File: src/rtl/mem_arbiter.sv
// ---------------------------------------------------------------------------
// mem_arbiter
//
// Round-robin arbiter and sequencer that puts NUM_REQ processor read/write
// requests onto one shared-memory port. One requester is selected, a single
// memory access is issued, the fixed memory latency is waited out, and then a
// one-cycle grant pulse goes back to that requester. For reads, the read data
// is returned alongside the grant.
//
// Configuration macros:
//   PROC_COUNT      default for NUM_REQ (4 if not defined elsewhere)
//   ARB_WR_PRIO_EN  when defined, pending writes win arbitration over reads;
//                   when undefined, one round-robin covers reads and writes
//
// Parameters:
//   NUM_REQ  number of requesters
//   ADDR_W   address width
//   DATA_W   data bus width
//   MEM_LAT  memory read latency in cycles (>= 1)
//
// Ports:
//   i_clk        clock, rising edge
//   i_rst        synchronous active-high reset
//   i_req_rd     per-requester read request (level, held until grant)
//   i_req_wr     per-requester write request (level, held until grant)
//   i_addr       flattened addresses, requester k at [k*ADDR_W +: ADDR_W]
//   i_wr_data    flattened write data, requester k at [k*DATA_W +: DATA_W]
//   i_wr_size    flattened 3-bit write size codes, passed through unchanged
//   o_grant_rd   one-hot pulse: read complete, o_rd_data valid
//   o_grant_wr   one-hot pulse: write committed
//   o_rd_data    last read data, held until the next read completes
//   o_mem_en     memory access strobe, one cycle per access
//   o_mem_we     1 = write, 0 = read (qualified by o_mem_en)
//   o_mem_addr   memory address
//   o_mem_wdata  memory write data
//   o_mem_wsize  memory write size
//   i_mem_rdata  memory read data, valid MEM_LAT cycles after o_mem_en
//   o_busy       high whenever the sequencer is not idle
// ---------------------------------------------------------------------------

`ifndef PROC_COUNT
`define PROC_COUNT 4
`endif

module mem_arbiter #(
  parameter int NUM_REQ = `PROC_COUNT,
  parameter int ADDR_W  = 16,
  parameter int DATA_W  = 128,
  parameter int MEM_LAT = 2
) (
  input  logic                      i_clk,
  input  logic                      i_rst,
  input  logic [NUM_REQ-1:0]        i_req_rd,
  input  logic [NUM_REQ-1:0]        i_req_wr,
  input  logic [NUM_REQ*ADDR_W-1:0] i_addr,
  input  logic [NUM_REQ*DATA_W-1:0] i_wr_data,
  input  logic [NUM_REQ*3-1:0]      i_wr_size,
  output logic [NUM_REQ-1:0]        o_grant_rd,
  output logic [NUM_REQ-1:0]        o_grant_wr,
  output logic [DATA_W-1:0]         o_rd_data,
  output logic                      o_mem_en,
  output logic                      o_mem_we,
  output logic [ADDR_W-1:0]         o_mem_addr,
  output logic [DATA_W-1:0]         o_mem_wdata,
  output logic [2:0]                o_mem_wsize,
  input  logic [DATA_W-1:0]         i_mem_rdata,
  output logic                      o_busy
);

  localparam int IDX_W = (NUM_REQ > 1) ? $clog2(NUM_REQ) : 1;
  localparam int CNT_W = (MEM_LAT > 1) ? $clog2(MEM_LAT) : 1;

  typedef enum logic [1:0] {
    ST_IDLE,
    ST_ISSUE,
    ST_WAIT,
    ST_DONE
  } state_t;

  state_t             state;
  logic [IDX_W-1:0]   rr_ptr;
  logic [IDX_W-1:0]   lat_idx;
  logic               lat_we;
  logic [CNT_W-1:0]   wait_cnt;

  logic [NUM_REQ-1:0] arb_req;
  logic               hi_found;
  logic               lo_found;
  logic [IDX_W-1:0]   hi_idx;
  logic [IDX_W-1:0]   lo_idx;
  logic               pick_valid;
  logic [IDX_W-1:0]   pick_idx;
  logic               pick_we;
  logic [NUM_REQ-1:0] lat_onehot;
  logic [IDX_W-1:0]   ptr_next;

  // Candidate set for arbitration. With write priority, any pending write
  // hides all reads for this round; the shared pointer still rotates.
  always_comb begin
`ifdef ARB_WR_PRIO_EN
    arb_req = (|i_req_wr) ? i_req_wr : i_req_rd;
`else
    arb_req = i_req_rd | i_req_wr;
`endif
  end

  // Round-robin pick: the lowest requesting index at or above the pointer
  // wins. If none exists, the search wraps, and the lowest requesting index
  // overall wins. Scanning downward means the last hit found is the lowest.
  // A requester holding both rd and wr is serviced as a write first.
  always_comb begin
    hi_found = 1'b0;
    lo_found = 1'b0;
    hi_idx   = '0;
    lo_idx   = '0;
    for (int i = NUM_REQ - 1; i >= 0; i--) begin
      if (arb_req[i]) begin
        lo_found = 1'b1;
        lo_idx   = IDX_W'(i);
        if (i >= int'(rr_ptr)) begin
          hi_found = 1'b1;
          hi_idx   = IDX_W'(i);
        end
      end
    end
    pick_valid = lo_found;
    pick_idx   = hi_found ? hi_idx : lo_idx;
    pick_we    = i_req_wr[pick_idx];
  end

  // Grant vector for the latched requester, and the pointer value that
  // follows it (wrapping NUM_REQ-1 back to 0).
  always_comb begin
    lat_onehot = NUM_REQ'(1) << lat_idx;
    ptr_next   = (lat_idx == IDX_W'(NUM_REQ - 1)) ? '0 : lat_idx + 1'b1;
  end

  // Sequencer: IDLE -> ISSUE -> (WAIT for reads) -> DONE -> IDLE.
  // All outputs are registered. Each output is set on the edge that enters
  // the state in which it must be visible. The request's address, data and
  // size are latched directly into the memory-port registers on the IDLE
  // edge, so later input changes cannot disturb the access in flight.
  always_ff @(posedge i_clk) begin
    if (i_rst) begin
      state       <= ST_IDLE;
      rr_ptr      <= '0;
      lat_idx     <= '0;
      lat_we      <= 1'b0;
      wait_cnt    <= '0;
      o_grant_rd  <= '0;
      o_grant_wr  <= '0;
      o_rd_data   <= '0;
      o_mem_en    <= 1'b0;
      o_mem_we    <= 1'b0;
      o_mem_addr  <= '0;
      o_mem_wdata <= '0;
      o_mem_wsize <= '0;
      o_busy      <= 1'b0;
    end else begin
      o_grant_rd <= '0;
      o_grant_wr <= '0;
      o_mem_en   <= 1'b0;
      case (state)
        ST_IDLE: begin
          if (pick_valid) begin
            lat_idx     <= pick_idx;
            lat_we      <= pick_we;
            o_mem_en    <= 1'b1;
            o_mem_we    <= pick_we;
            o_mem_addr  <= i_addr[pick_idx*ADDR_W +: ADDR_W];
            o_mem_wdata <= i_wr_data[pick_idx*DATA_W +: DATA_W];
            o_mem_wsize <= i_wr_size[pick_idx*3 +: 3];
            o_busy      <= 1'b1;
            state       <= ST_ISSUE;
          end
        end
        ST_ISSUE: begin
          if (lat_we) begin
            o_grant_wr <= lat_onehot;
            state      <= ST_DONE;
          end else begin
            wait_cnt <= CNT_W'(MEM_LAT - 1);
            state    <= ST_WAIT;
          end
        end
        ST_WAIT: begin
          // The counter reaches zero in the cycle where memory presents the
          // data, i.e. MEM_LAT cycles after the strobe.
          if (wait_cnt == '0) begin
            o_rd_data  <= i_mem_rdata;
            o_grant_rd <= lat_onehot;
            state      <= ST_DONE;
          end else begin
            wait_cnt <= wait_cnt - 1'b1;
          end
        end
        ST_DONE: begin
          rr_ptr <= ptr_next;
          o_busy <= 1'b0;
          state  <= ST_IDLE;
        end
        default: begin
          o_busy <= 1'b0;
          state  <= ST_IDLE;
        end
      endcase
    end
  end

endmodule

File: config.mk
export PLATFORM = sky130hd
export DESIGN_NAME = mem_arbiter
export DESIGN_NICKNAME = d
export VERILOG_FILES = /design/src/rtl/mem_arbiter.sv
export SDC_FILE = /design/constraint.sdc
export NUM_CORES = 1
export LEC_CHECK = 0
export ABC_AREA = 1
export BUFFER_PORTS_ARGS = -buffer_cell sky130_fd_sc_hd__buf_2
export CAP_MARGIN = 20
export CORE_AREA = 2 2 395 397
export CTS_BUF_LIST = sky130_fd_sc_hd__clkbuf_4 sky130_fd_sc_hd__clkbuf_8
export CTS_CLUSTER_SIZE = 30
export DETAILED_ROUTE_END_ITERATION = 8
export DIE_AREA = 0 0 397 399
export REMOVE_ABC_BUFFERS = 1
export SETUP_SLACK_MARGIN = 0.2
export SLEW_MARGIN = 20
export SYNTH_ARGS = -nofsm -noshare
export SYNTH_HDL_FRONTEND = slang
export SYNTH_SLANG_ARGS = --single-unit
File: constraint.sdc
create_clock -name i_clk -period 1.9 [get_ports i_clk]
set_input_delay 0.38 -clock i_clk [delete_from_list [all_inputs] [get_ports i_clk]]
set_output_delay 0.38 -clock i_clk [all_outputs]
set_load 0.02 [all_outputs]
## Word level (Yosys, flattened, before mapping)

Index checks and enable logic that the tools add are counted.

- Bits in registers: 293
- Bits in latches: 0
- Bits in writable memories: 0
- ROM bits: 0
- Bits of input ports: 726
- Output and inout port bits: 286
- Memories: 0

- $add $sub $neg: 2
- Multipliers: 1
- Div/mod/pow operators: 0
- Magnitude comparators: 4
- Equality and inequality tests: 7
- Shift operators: 4
- Muxes and demuxes: 34
- Bitwise gates (word level): 6
- Reduce and logical (&&, ||, !) cells: 11

Operators with widths:

| cell | number |
|---|---|
| 512-bit by 10-bit indexed part select with 128-bit output | 1 |
| 64-bit by 7-bit indexed part select with 16-bit output | 1 |
| 2-bit 2-to-1 mux | 14 |
| 1-bit 2-to-1 mux | 16 |
| 12-bit by 5-bit indexed part select with 3-bit output | 1 |
| 2-bit AND reduction | 5 |
| 2-bit case mux with 4 select lines | 1 |
| 2-bit == test (second input constant) | 3 |
| 2-bit != test (second input constant) | 3 |
| 3-bit OR reduction | 2 |
| 1-bit NOT | 5 |
| 1-bit by 2-bit greater-or-equal comparator with 1-bit output (first input constant) | 2 |
| 2-bit by 2-bit multiplier with 4-bit output (second input constant) | 1 |
| 4-bit OR | 1 |
| 1-bit case mux with 2 select lines | 2 |
| 2-bit nonzero test | 2 |
| 1-bit by 2-bit left shift with 4-bit output (first input constant) | 1 |
| 2-bit by 3-bit < comparator with 1-bit output (second input constant) | 1 |
| 2-bit by 1-bit adder with 2-bit output (second input constant) | 1 |
| 1-bit binary-select mux with 2-bit select | 1 |
| 2-bit by 1-bit == test with 1-bit output (second input constant) | 1 |
| 2-bit greater-or-equal comparator (first input constant) | 1 |
| 2-bit logical NOT | 1 |
| 2-bit OR reduction | 1 |
| 1-bit subtractor (second input constant) | 1 |

## Longest topological paths before layout

Gate-level depths: netlist of the first run.

- Depth in word-level cells: 11
- Mapped depth: 14
- Mapped depth without buffers: 12

## Worst setup path after synthesis of the first run

OpenSTA, ideal clock, no wires.

- Path type: input -> register
- Start point: input port i_req_wr[0]
- End point: register o_mem_wdata[100]
- Setup time: 0.109 ns
- Arrival time: 1.545 ns
- Data required time: 1.791 ns
- Setup slack: 0.246 ns
- Stages on the path: 12
- Cells stage by stage: inv_1 > nand2_1 > nand2_1 > a21boi_1 > buf_2 > buf_2 > buf_2 > nand3_1 > nand3_1 > nand3_1 > nand2_1 > inv_1

- Cells in the longest elaborated chain, start to end: 4
- Elaborated cells between the ends (all ways): 8
- Classes of those cells: shift (1); mux (5); bitwise (1); reduce/logical (1)

Ends and longest elaborated chain:

| element | RTL line | RTL |
|---|---|---|
| start: declaration | 54 | `input logic [NUM_REQ-1:0] i_req_wr,` |
| 4-bit OR * | 103 | `arb_req = i_req_rd \| i_req_wr;` |
| 2-bit 2-to-1 mux or 1-bit 2-to-1 mux (tied branches) | 117 | `if (arb_req[i]) begin` |
| 2-bit 2-to-1 mux | 127 | `pick_idx = hi_found ? hi_idx : lo_idx;` |
| 512-bit by 10-bit indexed part select with 128-bit output | 171 | `o_mem_wdata <= i_wr_data[pick_idx*DATA_W +: DATA_W];` |
| end signal: assignment | 171 |  |
| end: declaration | 64 | `output logic [DATA_W-1:0] o_mem_wdata,` |

Mark *: on every way between the ends. The rest lies on a longest branch, timed or not.
A chain may end at the register's enable or synchronous reset.

## Worst setup path in the final report of the first run

- Start point: register rr_ptr[0]
- End point: register o_mem_wdata[37]

- Cells in the longest elaborated chain, start to end: 9
- Elaborated cells between the ends (all ways): 17
- Classes of those cells: order compare (3); shift (1); mux (13)

Ends and longest elaborated chain:

| element | RTL line | RTL |
|---|---|---|
| start: declaration | 81 | `logic [IDX_W-1:0] rr_ptr;` |
| start signal: assignment | 198 | `rr_ptr <= ptr_next;` |
| 2-bit greater-or-equal comparator | 120 | `if (i >= int'(rr_ptr)) begin` |
| 2-bit 2-to-1 mux or 1-bit 2-to-1 mux (tied branches) | 120 |  |
| 2-bit 2-to-1 mux or 1-bit 2-to-1 mux (tied branches) | 117 |  |
| 2-bit 2-to-1 mux or 1-bit 2-to-1 mux (tied branches) | 120 |  |
| 2-bit 2-to-1 mux or 1-bit 2-to-1 mux (tied branches) | 117 |  |
| 2-bit 2-to-1 mux or 1-bit 2-to-1 mux (tied branches) | 120 |  |
| 2-bit 2-to-1 mux or 1-bit 2-to-1 mux (tied branches) | 117 |  |
| 2-bit 2-to-1 mux * | 127 |  |
| 512-bit by 10-bit indexed part select with 128-bit output * | 171 |  |

Marked as above.

==> flow_summary.ini, run 1 <==
[outcome]
status = complete, but fails checks
violations = setup timing

[global_routing]
track_usage_pct = 14.5
grt_max_degree = 82
grt_pass1_vias = 24600
grt.overflow.total = 0
grt_pass1_wl_mm = 167
antenna_found_initial = 43

[yosys]
synth_area_leaders = dfxtp_1, nor2_1, nand3_1, nand2_1, inv_1
ys_types = 25
synth_top_cell_by_area = dfxtp_1
ys_warn_count = 0
synth_async_sr_flop_share_pct = 0
seq_area_frac_synth_pct = 35.1
synth_edf_count = 0
synth.cell_area_mm2 = 0.0167
syn_avg_cell_area_um2 = 5.87
synth_top_area_share_pct = 35.1
syn_inst = 2846
synth_flop_cell = dfxtp_1
ys_ff_latch = 293

[routing]
via_per_inst = 3.83
drtAntennaViolNets = 0
drt_iter0_markers = 1760
wl_per_cell_um = 18.7
routed_wl_mm = 123
dr.pass1.iters = 6
remaining_drc_errors = 0
vias = 25200

[die]
rows = 144
die_h_um = 399
io_pins = 1012
dieWidth_um = 397
core_mm2 = 0.154
initial_core_util_pct = 10.9
die-area_mm2 = 0.158

[sta]
skew_ns = 0.0494
slew-limit-headroom_pct = 74.4
setup_viol = 43
setup_tns_ns = -0.872
rsz0062_at_grt = true
fin_ws_ns = -0.0589
period_needed_ns = 1.96
hold_ws_ns = 0.0807
fin_crit_sh_pct = 103
max_freq_ghz = 0.510
timing.final.max_slew_violations = 0
tightest_slew_ns = 0.384
hold_viol = 0

[cells_and_area]
drive_gt1_share_pct = 30.0
nFillCells = 17000
fin_util_pct = 21.4
areaGrowthSynthToFinish_pct = 96.9
nets = 5204

[power]
vdd_drop_max_uv = 564
p_per_area_mw_per_mm2 = 1310
leakage_nw = 17.5

[setup_path]
end_kind = flip-flop
cp-start-kind = flip-flop
arrival_ns = 2.58
worstPathRequired_ns = 2.52
worst-setup-path-type = reg2reg
worstPathMaxFanout = 8

[cts]
h-tree-depth = 2
cts_buffer_depth = 3
cts_tree = done
clkTransAtPathRegs_ns = 0.06
cts_buffers = 57
cts.sinks = 293
cts_root_buffer = clkbuf_8
clock_latency_ns = 0.72

[placed_design]
routabilityCongestion = 0.966
place_ws_ns = -0.546
io_buffers = 1011
dpl.hpwl_mm = 93.2

[hold_path]
hold_path.class = in2reg

[job]
cap_viol_max_count = 0
[stage by stage]
stage	area [um2]	power (W)	std cells
2_1_floorplan	15700	0.0200	2649
3_3_place_gp	25000	0.0333	5863
3_5_place_dp	25000	0.0335	5863
4_1_cts	32400	0.0429	6550
5_1_grt	32800	0.0460	6577
6_report	32900	0.0430	6585
[repair_timing]
action                                 4_1_cts  5_1_grt
resized for setup                           59       71
pin swaps                                    3        2
hold buffers                               567        0
gates cloned                                 5        3
endpoints found under the hold margin      264        0
setup endpoints to repair                  394      441
buffers inserted                            13        3
[Yosys cell counts, types with 11 or more instances]
library cell and count:
nor2_1 635, nand2_1 602, nand3_1 468, inv_1 413, dfxtp_1 293, o21ai_0 126, clkbuf_1 87, a21oi_1 76
buf_2 66, buf_4 18, buf_6 15, buf_1 11
[worst paths after layout]
path | from | end | slack [ns] | depth (start not counted)
max reg2reg | rr_ptr[0]$_SDFFE_PP0P_ | o_mem_wdata[37]$_SDFFE_PP0P_ | -0.06 | 15
min | i_addr[34] | o_mem_addr[2]$_SDFFE_PP0P_ | 0.08 | 5
min reg2reg | o_rd_data[7]$_SDFFE_PP0P_ | o_rd_data[7]$_SDFFE_PP0P_ | 0.51 | 2
max | rr_ptr[0]$_SDFFE_PP0P_ | o_mem_wdata[37]$_SDFFE_PP0P_ | -0.06 | 15
[flip-flops by register name, summed over array words and instances (netlist names)]
register     flops
o_busy           1
rr_ptr           2
wait_cnt         1
lat_we           1
o_rd_data      128
o_mem_wdata    128
o_grant_wr       4
o_grant_rd       4
o_mem_addr      16
state            2
o_mem_wsize      3
lat_idx          2
o_mem_en         1
[cells in the final DEF, fill, tap and decap left out, types with 5 or more instances in the layout]
master and n:
nand3_1 454, buf_2 1002, dlygate4sd3_1 567, buf_6 29, clkbuf_4 14, dfxtp_1 290, nand3_2 14, buf_4 101
nor2_1 634, clkinv_2 12, o21ai_1 9, nand2_2 6, a21oi_2 12, a21oi_1 61, buf_16 8, inv_2 5
nand2_1 597, o21ai_0 126, inv_1 411, ha_1 9, clkbuf_8 68, diode_2 29, buf_8 11, buf_12 37
[power by group]
group / internal, W / switching [W] / leakage (nW)
Sequential: 0.00871 / 0.00141 / 2.42
Clock: 0.00384 / 0.00333 / 0.657
Combinational: 0.00910 / 0.0166 / 14.4
Total: 0.0216 / 0.0213 / 17.5
[area by class of cell]
type | instances | area [um2] | share of cell area, %
inverters | 421 | 1610 | 4.91
multi-input cells | 1936 | 8470 | 25.8
flip-flops and latches | 293 | 5870 | 17.9
repair buffers | 1760 | 13000 | 39.7
clock inverters | 20 | 196 | 0.598
diodes | 29 | 72.6 | 0.221
clock buffers | 82 | 1040 | 3.17
well taps | 2044 | 2560 | 7.78
[metal layers]
| layer | vias up | global-route usage, % | share of wire (%) |
|---|---|---|---|
| met3 | 358 | 4.42 | 9.2 |
| met4 | 4 | 8.70 | 6.6 |
| met1 | 11400 | 16.8 | 39 |
| met2 | 1474 | 23.3 | 45 |
| li1 | 12000 | - | - |
| met5 | - | 0 | 0.020 |
[kinds of logic after synthesis]
| family | count (synthesis) | share of synthesized area [%] |
|---|---|---|
| adders and majority gates | 9 | 0.675 |
| DFF | 293 | 35.1 |
| buffers and inverters | 618 | 15.5 |
| AOI/OAI and AO/OA | 216 | 6.61 |
| and+or+nand+nor | 1710 | 42.1 |
[critical path: stages (launching register included)]
cell and delay, ns:
dfxtp_2 0.34, nand2_2 0.05, o21ai_2 0.06, nand2_1 0.10
nor2_1 0.12, buf_4 0.14, nand2_8 0.08, nand2_8 0.17
buf_12 0.20, buf_4 0.13, buf_6 0.11, nand2_1 0.05
nand3_1 0.08, nand3_2 0.08, nand2_1 0.06, inv_1 0.03
Note: power is estimated with default switching activity, not from simulation.
==> inputs of run 2 (changes only) <==
--- a/config.mk
+++ b/config.mk
@@ -13,6 +13,7 @@
 export CTS_CLUSTER_SIZE = 30
 export DETAILED_ROUTE_END_ITERATION = 8
 export DIE_AREA = 0 0 397 399
+export PLACE_DENSITY = 0.32
 export REMOVE_ABC_BUFFERS = 1
 export SETUP_SLACK_MARGIN = 0.2
 export SLEW_MARGIN = 20
==> run 2 against run 1 <==
Compared with the run above:
- setup slack lost 0.025 ns
- register-to-register slack worse by 0.02 ns
- clock-buffer cell count grew 12
- the run still ends with setup timing left
- routed wire length is 0.41% higher
- sequential power hardly changed
- clock skew about the same
- global-route usage fell by 0.57 points
- combinational power increased by 16%
- die area did not move
- core utilization is 1.6 points higher
- sequential share of layout area is 1.1 points lower
- critical path type unchanged
- critical endpoint is now o_mem_wdata[76]$_SDFFE_PP0P_
==> flow_summary.ini, run 2 (same netlist as run 1, synthesis figures left out) <==
[outcome]
status = complete, but fails checks
violations = setup timing

[die]
initial_core_util_pct = 10.9
die_h_um = 399
io_pins = 1012
die-area_mm2 = 0.158
dieWidth_um = 397
rows = 144
core_mm2 = 0.154

[setup_path]
rrSetupSlack_ns = -0.08
worstPathMaxFanout = 7
worst-setup-path-type = reg2reg
cp-start-kind = flip-flop
arrival_ns = 2.59
path_common_cell = buf_6
worstPathRequired_ns = 2.51
end_kind = flip-flop
critical-path-max-stage-delay_ns = 0.38
worstPathCellList = nor2_4 -> nand2_2 -> buf_6 -> a21boi_4 -> buf_6 -> buf_16 -> buf_12 -> buf_16 -> buf_6 -> nand3_2 -> nand3_1 -> nand3_2 -> nand2_1 -> inv_1
crit_slowest_cell = dfxtp_4
r2r_cells = 14

[sta]
hold_viol = 0
fin_ws_ns = -0.0837
setup_viol = 57
rsz0062_at_grt = true
hold_ws_ns = 0.0793
fin_crit_sh_pct = 104
timing.final.max_slew_violations = 0
tightest_slew_ns = 0.533
skew_ns = 0.0493
slew-limit-headroom_pct = 64.5
max_freq_ghz = 0.504
setup_tns_ns = -2.01
period_needed_ns = 1.98

[routing]
remaining_drc_errors = 0
via_per_inst = 3.69
wl_per_cell_um = 18.8
drt_iter0_markers = 1230
dr.pass1.iters = 5
drtAntennaViolNets = 0
vias = 24200
routed_wl_mm = 124

[cells_and_area]
multiInputGateArea_mm2 = 0.00987
nFillCells = 17400
top_regs = o_mem_wdata: 128 flops, o_rd_data: 128 flops, o_mem_addr: 16 flops
areaGrowthSynthToFinish_pct = 112
nets = 5203
mostFrequentLayoutCells = buf_2, nor2_1, nand2_1, dlygate4sd3_1, inv_1
final_common_cell = buf_2
drive_gt1_share_pct = 38.7
regArea_mm2 = 0.00592

[power]
vdd_drop_max_uv = 513
swShare_pct = 47.8
p_sw_w = 0.0226
p_per_area_mw_per_mm2 = 1340
power_frac_comb_pct = 62.9
leakage_nw = 18.4
p_int_w = 0.0247
clkPwrFrac_pct = 15.6
seqPwrFrac_pct = 21.5

[cts]
h-tree-depth = 2
cts_buffers = 61
clkTransAtPathRegs_ns = 0.06
cts_root_buffer = clkbuf_8
cts_tree = done
cts_buffer_depth = 3
clock_latency_ns = 0.74
cts.sinks = 293

[global_routing]
grt_pass1_vias = 23900
antenna_found_initial = 16
track_usage_pct = 13.9
grt.overflow.total = 0
grt_max_degree = 82
grt_pass1_wl_mm = 161

[hold_path]
worstHoldPathCells = 7
hold_path.class = in2reg

[placed_design]
dpl.hpwl_mm = 88.7
io_buffers = 1011
place_ws_ns = -0.618
routabilityCongestion = 0.853

[job]
cap_viol_max_count = 0
[run 2: changes by cell type in the layout (fill, tap and decap cells not counted), sizes merged]
| cell | delta |
|---|---|
| buf | +51 |
| bufinv | -1 |
| clkbuf | +42 |
| clkinv | -3 |
| clkinvlp | -2 |
| diode | -24 |
| dlygate4sd3 | -87 |
[run 2: power by group through the flow]
stage	Clock [W]	Combinational, W	Sequential [W]
after floorplan	0	0.00771	0.0123
after global placement	0	0.0231	0.0101
after detailed placement	0	0.0230	0.0101
after CTS	0.00778	0.0266	0.0100
after global routing	0.00800	0.0323	0.0105
final	0.00737	0.0297	0.0102
[run 2: metal layers]
metal,up-vias,wire [um],track usage (%)
li1,12000,-,-
met1,11200,52100,16.8
met2,777,58500,23.4
met3,214,7010,3.34
met4,14,5840,6.06
met5,-,86,0
[run 2: metrics by stage]
stage	area [um2]	util [%]	power (W)	std cells
floorplan	15700	-	0.0200	2649
CTS	32600	21.2	0.0444	6495
finish	35400	23.0	0.0473	6561
global placement	25200	16.4	0.0331	5875
global route	35400	23.0	0.0508	6559
detailed placement	25200	16.4	0.0331	5875
[run 2: critical path, delay by kind of cell, from the launching register on]
| family | cells | cell delay (ns) |
|---|---|---|
| buf+inv | 7 | 0.84 |
| compound gates | 1 | 0.25 |
| flops | 1 | 0.38 |
| simple gates | 6 | 0.40 |
[run 2: repair_timing]
item / CTS / global route
setup endpoints to repair: 427 / 446
resized for setup: 163 / 450
pin swaps: 14 / 112
buffers inserted: 18 / 18
gates cloned: 17 / 41
hold buffers: 478 / 2
endpoints found under the hold margin: 245 / 2
[run 2: path summary, 6_finish.rpt]
kind                              startpoint                           end
setup / recovery      rr_ptr[1]$_SDFFE_PP0P_  o_mem_wdata[76]$_SDFFE_PP0P_
hold / removal                i_wr_data[141]  o_mem_wdata[13]$_SDFFE_PP0P_
hold reg to reg   o_rd_data[13]$_SDFFE_PP0P_    o_rd_data[13]$_SDFFE_PP0P_
setup reg to reg      rr_ptr[1]$_SDFFE_PP0P_  o_mem_wdata[76]$_SDFFE_PP0P_
[run 2: cell type report]
| class | count | share of cell area (%) |
|---|---|---|
| Clock buffer | 94 | 3.29 |
| Tap cell | 2044 | 7.23 |
| Sequential cell | 293 | 16.7 |
| Timing Repair inverter | 1 | 0.0318 |
| Clock inverter | 13 | 0.361 |
| Multi-Input combinational cell | 1936 | 27.9 |
| Timing Repair Buffer | 1754 | 39.9 |
| Inverter | 421 | 4.55 |
| Antenna cell | 5 | 0.0354 |
==> inputs of run 3 (changes only) <==
--- a/config.mk
+++ b/config.mk
@@ -16,7 +16,7 @@
 export PLACE_DENSITY = 0.32
 export REMOVE_ABC_BUFFERS = 1
 export SETUP_SLACK_MARGIN = 0.2
-export SLEW_MARGIN = 20
+export SLEW_MARGIN = 30
 export SYNTH_ARGS = -nofsm -noshare
 export SYNTH_HDL_FRONTEND = slang
 export SYNTH_SLANG_ARGS = --single-unit
==> constraint.sdc (replaced) <==
create_clock -name i_clk -period 1.9 [get_ports i_clk]
set_input_delay 0 -clock i_clk [delete_from_list [all_inputs] [get_ports i_clk]]
set_output_delay 0 -clock i_clk [all_outputs]
set_load 0.02 [all_outputs]
==> run 3 against run 2 <==
Compared with the run above:
- largest power group unchanged
- sequential power is essentially flat
- clock-buffer cell count increased by 11
- the run still ends with setup timing left
- register-to-register slack better by 0.02 ns
- cell count is 5.7% higher
- largest cell class unchanged
- highest routed layer unchanged
- power decreased by 0.93%
==> flow_summary.ini, run 3 (same netlist as run 1, synthesis figures left out) <==
[outcome]
status = complete, but fails checks
violations = setup timing

[cts]
clkTransAtPathRegs_ns = 0.06
cts_buffers = 67
cts_buffer_depth = 3
cts_tree = done
cts.sinks = 293
cts_root_buffer = clkbuf_8
h-tree-depth = 3
clock_latency_ns = 0.74

[cells_and_area]
regArea_mm2 = 0.00587
mostFrequentLayoutCells = buf_2, dlygate4sd3_1, nor2_1, nand2_1, inv_1
multiInputGateArea_mm2 = 0.0102
nFillCells = 17100
top_regs = o_mem_wdata: 128 flops, o_rd_data: 128 flops, o_mem_addr: 16 flops
drive_gt1_share_pct = 35.5
final_common_cell = buf_2
nets = 5570
areaGrowthSynthToFinish_pct = 133

[sta]
skew_ns = 0.0567
tightest_slew_ns = 0.610
period_needed_ns = 1.96
rsz0062_at_grt = true
max_freq_ghz = 0.509
timing.final.max_slew_violations = 0
hold_ws_ns = 0.102
slew-limit-headroom_pct = 59.3
setup_viol = 31
setup_tns_ns = -0.569
fin_ws_ns = -0.0644
fin_crit_sh_pct = 103
hold_viol = 0

[global_routing]
grt.overflow.total = 0
grt_pass1_vias = 26100
track_usage_pct = 14.4
antenna_found_initial = 14
grt_max_degree = 86
grt_pass1_wl_mm = 168

[power]
p_per_area_mw_per_mm2 = 1200
swShare_pct = 48.0
seqPwrFrac_pct = 21.4
leakage_nw = 19.9
clkPwrFrac_pct = 18.0
p_int_w = 0.0243
power_frac_comb_pct = 60.5
p_sw_w = 0.0225
vdd_drop_max_uv = 670

[setup_path]
worstPathMaxFanout = 8
end_kind = flip-flop
worstPathRequired_ns = 2.54
regToRegStartpoint = rr_ptr[1]$_SDFFE_PP0P_
critical-path-max-stage-delay_ns = 0.36
arrival_ns = 2.61
crit_slowest_cell = dfxtp_4
cp-start-kind = flip-flop
critPathTopFamily = buffers and inverters
worstPathCellList = nand2_2 -> o21ai_2 -> inv_2 -> a21boi_4 -> buf_6 -> nand2_8 -> buf_12 -> buf_16 -> buf_12 -> a21oi_4 -> buf_6 -> nor2_2
startpoint = rr_ptr[1]$_SDFFE_PP0P_
path_buf_inv = 6
worst-setup-path-type = reg2reg

[die]
dieWidth_um = 397
die_h_um = 399
initial_core_util_pct = 10.9
die-area_mm2 = 0.158
io_pins = 1012
core_mm2 = 0.154
rows = 144

[placed_design]
io_buffers = 1011
dpl.hpwl_mm = 89.2
place_ws_ns = -0.290
routabilityCongestion = 0.879

[routing]
dr.pass1.iters = 7
via_per_inst = 3.69
drtAntennaViolNets = 0
drt_iter0_markers = 1203
remaining_drc_errors = 0
routed_wl_mm = 125
vias = 25600
wl_per_cell_um = 17.9

[hold_path]
min-delay-start = i_mem_rdata[104]
hold_path.class = in2reg

[job]
cap_viol_max_count = 0
## run 3: layout make-up
cell class,count,area share (%)
timing repair buffer,2117,44.0
multi-input combinational,1935,26.3
sequential,293,15.1
tap,2044,6.57
inverter,421,4.14
clock buffer,105,3.33
clock inverter,12,0.524
antenna,11,0.0707
## run 3: what timing repair did
| action | 4_1_cts | 5_1_grt |
|---|---|---|
| gates resized for setup | 220 | 343 |
| hold buffers | 900 | 0 |
| endpoints found under the setup margin | 163 | 209 |
| setup buffers | 14 | 8 |
| endpoints found under the hold margin | 282 | 0 |
| gates cloned | 10 | 18 |
| pin swaps | 36 | 92 |
## run 3: path summary, 6_finish.rpt
| path | slack [ns] | end | depth (start not counted) |
|---|---|---|---|
| hold reg to reg | 0.50 | o_rd_data[101]$_SDFFE_PP0P_ | 2 |
| setup reg to reg | -0.06 | o_mem_wdata[119]$_SDFFE_PP0P_ | 12 |
| hold / removal | 0.10 | o_rd_data[104]$_SDFFE_PP0P_ | 4 |
| setup / recovery | -0.06 | o_mem_wdata[119]$_SDFFE_PP0P_ | 12 |
## run 3: through the flow
step	utilization, %	power (W)	cell area [um2]	std cells
after floorplan	-	0.0200	15700	2649
after global placement	16.3	0.0332	25000	5860
after detailed placement	16.3	0.0331	25000	5860
after CTS	24.0	0.0455	36900	6901
after global routing	25.3	0.0504	38900	6935
final	25.3	0.0468	38900	6938
## run 3: routing by layer
layer / track usage, % / part of all wire [%]
met4: 7.98 / 5.8
met5: 0 / 0.036
met2: 23.6 / 46
met3: 3.79 / 6.0
met1: 17.0 / 42
## run 3: power groups by stage
stage / sequential (W) / clock [W] / combinational [W]
global route: 0.0104 / 0.00912 / 0.0309
floorplan: 0.0123 / 0 / 0.00771
CTS: 0.0101 / 0.00891 / 0.0265
finish: 0.0100 / 0.00845 / 0.0283
detailed placement: 0.0102 / 0 / 0.0230
global placement: 0.0101 / 0 / 0.0231
## run 3: worst register-to-register path: stages, from the launching register on
cell and delay, ns:
dfxtp_4 0.36, nand2_2 0.06, o21ai_2 0.07, inv_2 0.06, a21boi_4 0.17, buf_6 0.14, nand2_8 0.14, buf_12 0.19
buf_16 0.17, buf_12 0.15, a21oi_4 0.22, buf_6 0.14, nor2_2 0.03
